[src/rtl/pipe_ctrl.sv]
// Pipeline sequencing controller: merges fetch/ID/EX stall requests, runs the EX
// multi-cycle counter and sequences (possibly deferred) flushes. PIPE_CTRL_PERF_EN adds perf counters.
module pipe_ctrl #(
  parameter int MC_W    = 4,
  parameter int STALL_W = 6
) (
  input  logic               clk,
  input  logic               rst,
  input  logic               if_stall_req,
  input  logic               id_stall_req,
  input  logic               ex_mc_start,
  input  logic [MC_W-1:0]    ex_mc_len,
  input  logic               flush_req,
  output logic [STALL_W-1:0] stall,
  output logic               flush,
  output logic               ex_mc_last,
  output logic               mc_busy
`ifdef PIPE_CTRL_PERF_EN
  ,
  output logic [31:0]        perf_stall_cyc,
  output logic [15:0]        perf_flush_cnt
`endif
);

  localparam logic [STALL_W-1:0] MASK_IF = STALL_W'(6'b000011);
  localparam logic [STALL_W-1:0] MASK_ID = STALL_W'(6'b000111);
  localparam logic [STALL_W-1:0] MASK_EX = STALL_W'(6'b001111);

  typedef enum logic [1:0] {
    S_IDLE    = 2'd0,
    S_MC_BUSY = 2'd1,
    S_FLUSH   = 2'd2
  } state_e;

  state_e          state_q, state_d;
  logic [MC_W-1:0] cnt_q, cnt_d;
  logic            pend_q, pend_d;
  logic            start_long;

  // Lengths 0 and 1 both complete in the start cycle, so only N>1 occupies EX.
  assign start_long = ex_mc_start && (ex_mc_len > MC_W'(1));

  always_ff @(posedge clk) begin
    if (rst) begin
      state_q <= S_IDLE;
      cnt_q   <= '0;
      pend_q  <= 1'b0;
    end else begin
      state_q <= state_d;
      cnt_q   <= cnt_d;
      pend_q  <= pend_d;
    end
  end

  always_comb begin
    state_d = state_q;
    cnt_d   = cnt_q;
    pend_d  = pend_q;
    unique case (state_q)
      S_IDLE: begin
        if (start_long) begin
          state_d = S_MC_BUSY;
          cnt_d   = ex_mc_len - MC_W'(2);
          pend_d  = flush_req;
        end else if (flush_req) begin
          state_d = S_FLUSH;
        end
      end
      S_MC_BUSY: begin
        if (flush_req) pend_d = 1'b1;
        // A flush arriving in the final busy cycle is folded into the pending one.
        if (cnt_q == '0) begin
          state_d = (pend_q || flush_req) ? S_FLUSH : S_IDLE;
          pend_d  = 1'b0;
        end else begin
          cnt_d = cnt_q - MC_W'(1);
        end
      end
      S_FLUSH: begin
        state_d = S_IDLE;
        pend_d  = 1'b0;
      end
      default: begin
        state_d = S_IDLE;
        cnt_d   = '0;
        pend_d  = 1'b0;
      end
    endcase
  end

  always_comb begin
    stall      = '0;
    flush      = 1'b0;
    ex_mc_last = 1'b0;
    mc_busy    = 1'b0;
    if (!rst) begin
      if (if_stall_req) stall = stall | MASK_IF;
      if (id_stall_req) stall = stall | MASK_ID;
      unique case (state_q)
        S_IDLE: begin
          if (start_long) stall = stall | MASK_EX;
          ex_mc_last = ex_mc_start && !start_long;
        end
        S_MC_BUSY: begin
          stall      = stall | MASK_EX;
          mc_busy    = 1'b1;
          ex_mc_last = (cnt_q == '0);
        end
        S_FLUSH: flush = 1'b1;
        default: ;
      endcase
    end
  end

`ifdef PIPE_CTRL_PERF_EN
  logic [31:0] perf_stall_cyc_q;
  logic [15:0] perf_flush_cnt_q;

  // Saturating event counters.
  always_ff @(posedge clk) begin
    if (rst) begin
      perf_stall_cyc_q <= '0;
      perf_flush_cnt_q <= '0;
    end else begin
      if (stall[0] && (perf_stall_cyc_q != '1)) perf_stall_cyc_q <= perf_stall_cyc_q + 32'd1;
      if (flush && (perf_flush_cnt_q != '1))    perf_flush_cnt_q <= perf_flush_cnt_q + 16'd1;
    end
  end

  assign perf_stall_cyc = perf_stall_cyc_q;
  assign perf_flush_cnt = perf_flush_cnt_q;
`endif

  // Starting a new multi-cycle op while EX is still occupied is a caller bug.
  ap_no_start_in_busy: assert property (@(posedge clk) disable iff (rst)
    !(state_q == S_MC_BUSY && ex_mc_start));

endmodule

[config.mk]
export PLATFORM = sky130hd
export DESIGN_NAME = pipe_ctrl
export DESIGN_NICKNAME = d
export VERILOG_FILES = /design/src/rtl/pipe_ctrl.sv
export SDC_FILE = /design/constraint.sdc
export NUM_CORES = 1
export LEC_CHECK = 0
export BUFFER_PORTS_ARGS = -buffer_cell sky130_fd_sc_hd__buf_2
export CAP_MARGIN = 20
export CORE_MARGIN = 3
export CORE_UTILIZATION = 35
export DETAILED_ROUTE_END_ITERATION = 16
export GPL_TIMING_DRIVEN = 0
export PLACE_DENSITY = 0.58
export SETUP_SLACK_MARGIN = 0.3
export SLEW_MARGIN = 20
export SYNTH_ARGS = -nofsm -noshare
export SYNTH_HDL_FRONTEND = slang
export SYNTH_SLANG_ARGS = --single-unit
[constraint.sdc]
create_clock -name clk -period 2.05 [get_ports clk]
set_input_delay 0.615 -clock clk [delete_from_list [all_inputs] [get_ports clk]]
set_output_delay 0.615 -clock clk [all_outputs]
set_load 0.005 [all_outputs]
==> flow_metrics.tcl <==
set metrics [dict create \
    final_common_cell "buf_2" \
    period_share_pct 108 \
    seq_power_share_pct 30.3 \
    yosysUniqueCellTypes 30 \
    ys_warn_count 0 \
    fp.dieW_um 45.4 \
    path_max_fanout 3 \
    viasPerCell 4.93 \
    ir_drop_uv 333 \
    rows 13 \
    hold-worst-slack_ns 0.493 \
    final_cell_mix "buf_2 (12), buf_6 (9), buf_4 (8)" \
    hold_buffers 0 \
    failed_checks "setup timing" \
    die_area_um2 2060 \
    cts_buffer_depth 2 \
    p_int_uw 391 \
    avgSynthCellArea_um2 7.44 \
    synth.area.top_cells "dfxtp_1 (26%), a21oi_1 (8.3%), nor2_1 (4.8%)" \
    io_pins 19 \
    ys.flop_type "dfxtp_1" \
    fin_crit_ns 2.21 \
    synthArstFlopShare_pct 0 \
    path_clk_slew_ns 0.05 \
    maxCapViolCount 0 \
    grt_pass1_wl_um 2150 \
    grt_max_degree 11 \
    finClkSkew_ns 0.00254 \
    power_frac_clock_pct 22.3 \
    synth_edf_count 0 \
    coreArea_um2 1380 \
    setup.worst_path.end_class "primary output" \
    ys_seq_area_share_pct 25.8 \
    leakage_uw 0.000403 \
    swShare_pct 33.8 \
    fill_cells 119 \
    dr.pass1.iters 3 \
    syn_area_um2 543 \
    finalHoldViolations 0 \
    layout.nets 116 \
    worst_slack_ns -0.160 \
    rsz0062_at_grt "true" \
    port_buffers 16 \
    clkLatencyLatePin_ns 0.26 \
    post-dp-hpwl_um 910 \
    finalSetupViolations 5 \
    die_h_um 45.4 \
    drt-initial-drc-count 1 \
    drt-total-wl_um 1360 \
    worstPathArrival_ns 1.60 \
    cts_tree "yes" \
    wl_per_cell_um 11.5 \
    grt_pass1_vias 522 \
    grt_usage_pct 14.8 \
    fmax_mhz 452 \
    antenna_cells 0 \
    drive_gt1_share_pct 53.4 \
    worstPathRequired_ns 1.43 \
    yosys.area.top_type_share_pct 25.8 \
    cp-start-kind "primary input" \
    initial_core_util_pct 39.3 \
    status "finished, violations left" \
    gp_congestion 0.670 \
    final_antenna_net_count 0 \
    grt_overflow 0 \
    min_path_type "flop to flop" \
    synth_seq_cells 7 \
    area_delta_synth_final_pct 63.6 \
    vias 582 \
    clock_sinks 7 \
    drc 0 \
    pwr-share-comb_pct 47.5 \
    criticalPathCategory "primary input to primary output" \
    synth_cells 73 \
    cts_root_buf "clkbuf_4" \
    cts_buffers 3 \
    p_sw_uw 199 \
    yosysTopAreaCell "dfxtp_1" \
    cts.htree.levels 1 \
    p_per_area_nw_per_um2 664 \
    final_util_pct 64.3 \
    slew_violations 0 \
    antenna_found_initial 0 \
]
-- power groups by stage --
stage	combinational, uW	sequential (uW)	clock [uW]
3_5_place_dp	195	174	0
3_3_place_gp	194	174	0
5_1_grt	308	182	142
2_1_floorplan	150	170	0
4_1_cts	260	177	134
6_report	280	179	131
-- final timing paths --
path / start / to / slack [ns] / cells past startpoint
hold / removal: pend_q$_SDFFE_PP0P_ / pend_q$_SDFFE_PP0P_ / 0.49 / 2
setup reg to reg: cnt_q[1]$_SDFFE_PP0P_ / cnt_q[1]$_SDFFE_PP0P_ / 0.36 / 7
setup / recovery: ex_mc_len[3] / stall[1] / -0.16 / 7
hold reg to reg: pend_q$_SDFFE_PP0P_ / pend_q$_SDFFE_PP0P_ / 0.49 / 2
-- area by class of cell --
type                            instances  area, um2  area share, %
Buffer                                  6       60.1           6.76
Multi-Input combinational cell         55        425           47.9
Inverter                                6       22.5           2.54
Timing Repair Buffer                   25        191           21.5
Tap cell                               15       18.8           2.11
Clock buffer                            4       26.3           2.96
Sequential cell                         7        144           16.2
-- timing repair --
action                     4_1_cts  5_1_grt
pin swaps                        8       11
setup endpoints to repair        7        8
setup buffers                    9        0
gates resized for setup         21       16
cloned                           0        0
-- registers in the layout (all words and copies together) (netlist names) --
register / flops
state_q: 2
cnt_q: 4
pend_q: 1
-- kinds of logic after synthesis --
logic type / share of synthesized area [%]
muxes: 1.84
AOI/OAI and AO/OA: 22.8
adders and majority gates: 4.61
xor gates and xnor gates: 4.84
other: 0.691
and+or+nand+nor: 28.6
DFF: 25.8
buffers and inverters: 10.8
-- synth_stat cells (2+ instances only) --
library cell and instances:
a21oi_1 9, buf_2 2, buf_4 3, dfxtp_1 7
ha_1 2, inv_1 6, nand2_1 5, nand2b_1 2
nor2_1 7, nor2b_1 2, nor3_1 4, nor3b_1 2
o21ai_0 3, or3_1 2, xor2_1 2
-- critical path: stages --
cell and delay (ns):
buf_8 0.10, o31a_1 0.32, nor2_2 0.11, or2_1 0.15
a21oi_2 0.06, buf_4 0.13, buf_6 0.10
-- per-layer routing --
metal	GRT usage, %	vias to the layer above	routed length (um)
li1	-	306	-
met1	17.1	260	594
met2	23.4	12	686
met3	2.37	4	41
met4	12.3	0	34
met5	0	-	0
-- through the flow --
step / instances / total power [uW] / setup TNS [ns] / worst slack, ns / instance area (um2)
after CTS: 118 / 571 / -0.384 / -0.152 / 822
after global placement: 105 / 368 / -0.619 / -0.277 / 649
final: 118 / 590 / -0.417 / -0.160 / 888
after global routing: 118 / 632 / -0.700 / -0.214 / 888
after detailed placement: 105 / 369 / -0.654 / -0.286 / 649
after floorplan: 74 / 321 / 0 / 0.0116 / 551
(Power assumes the default switching activity.)
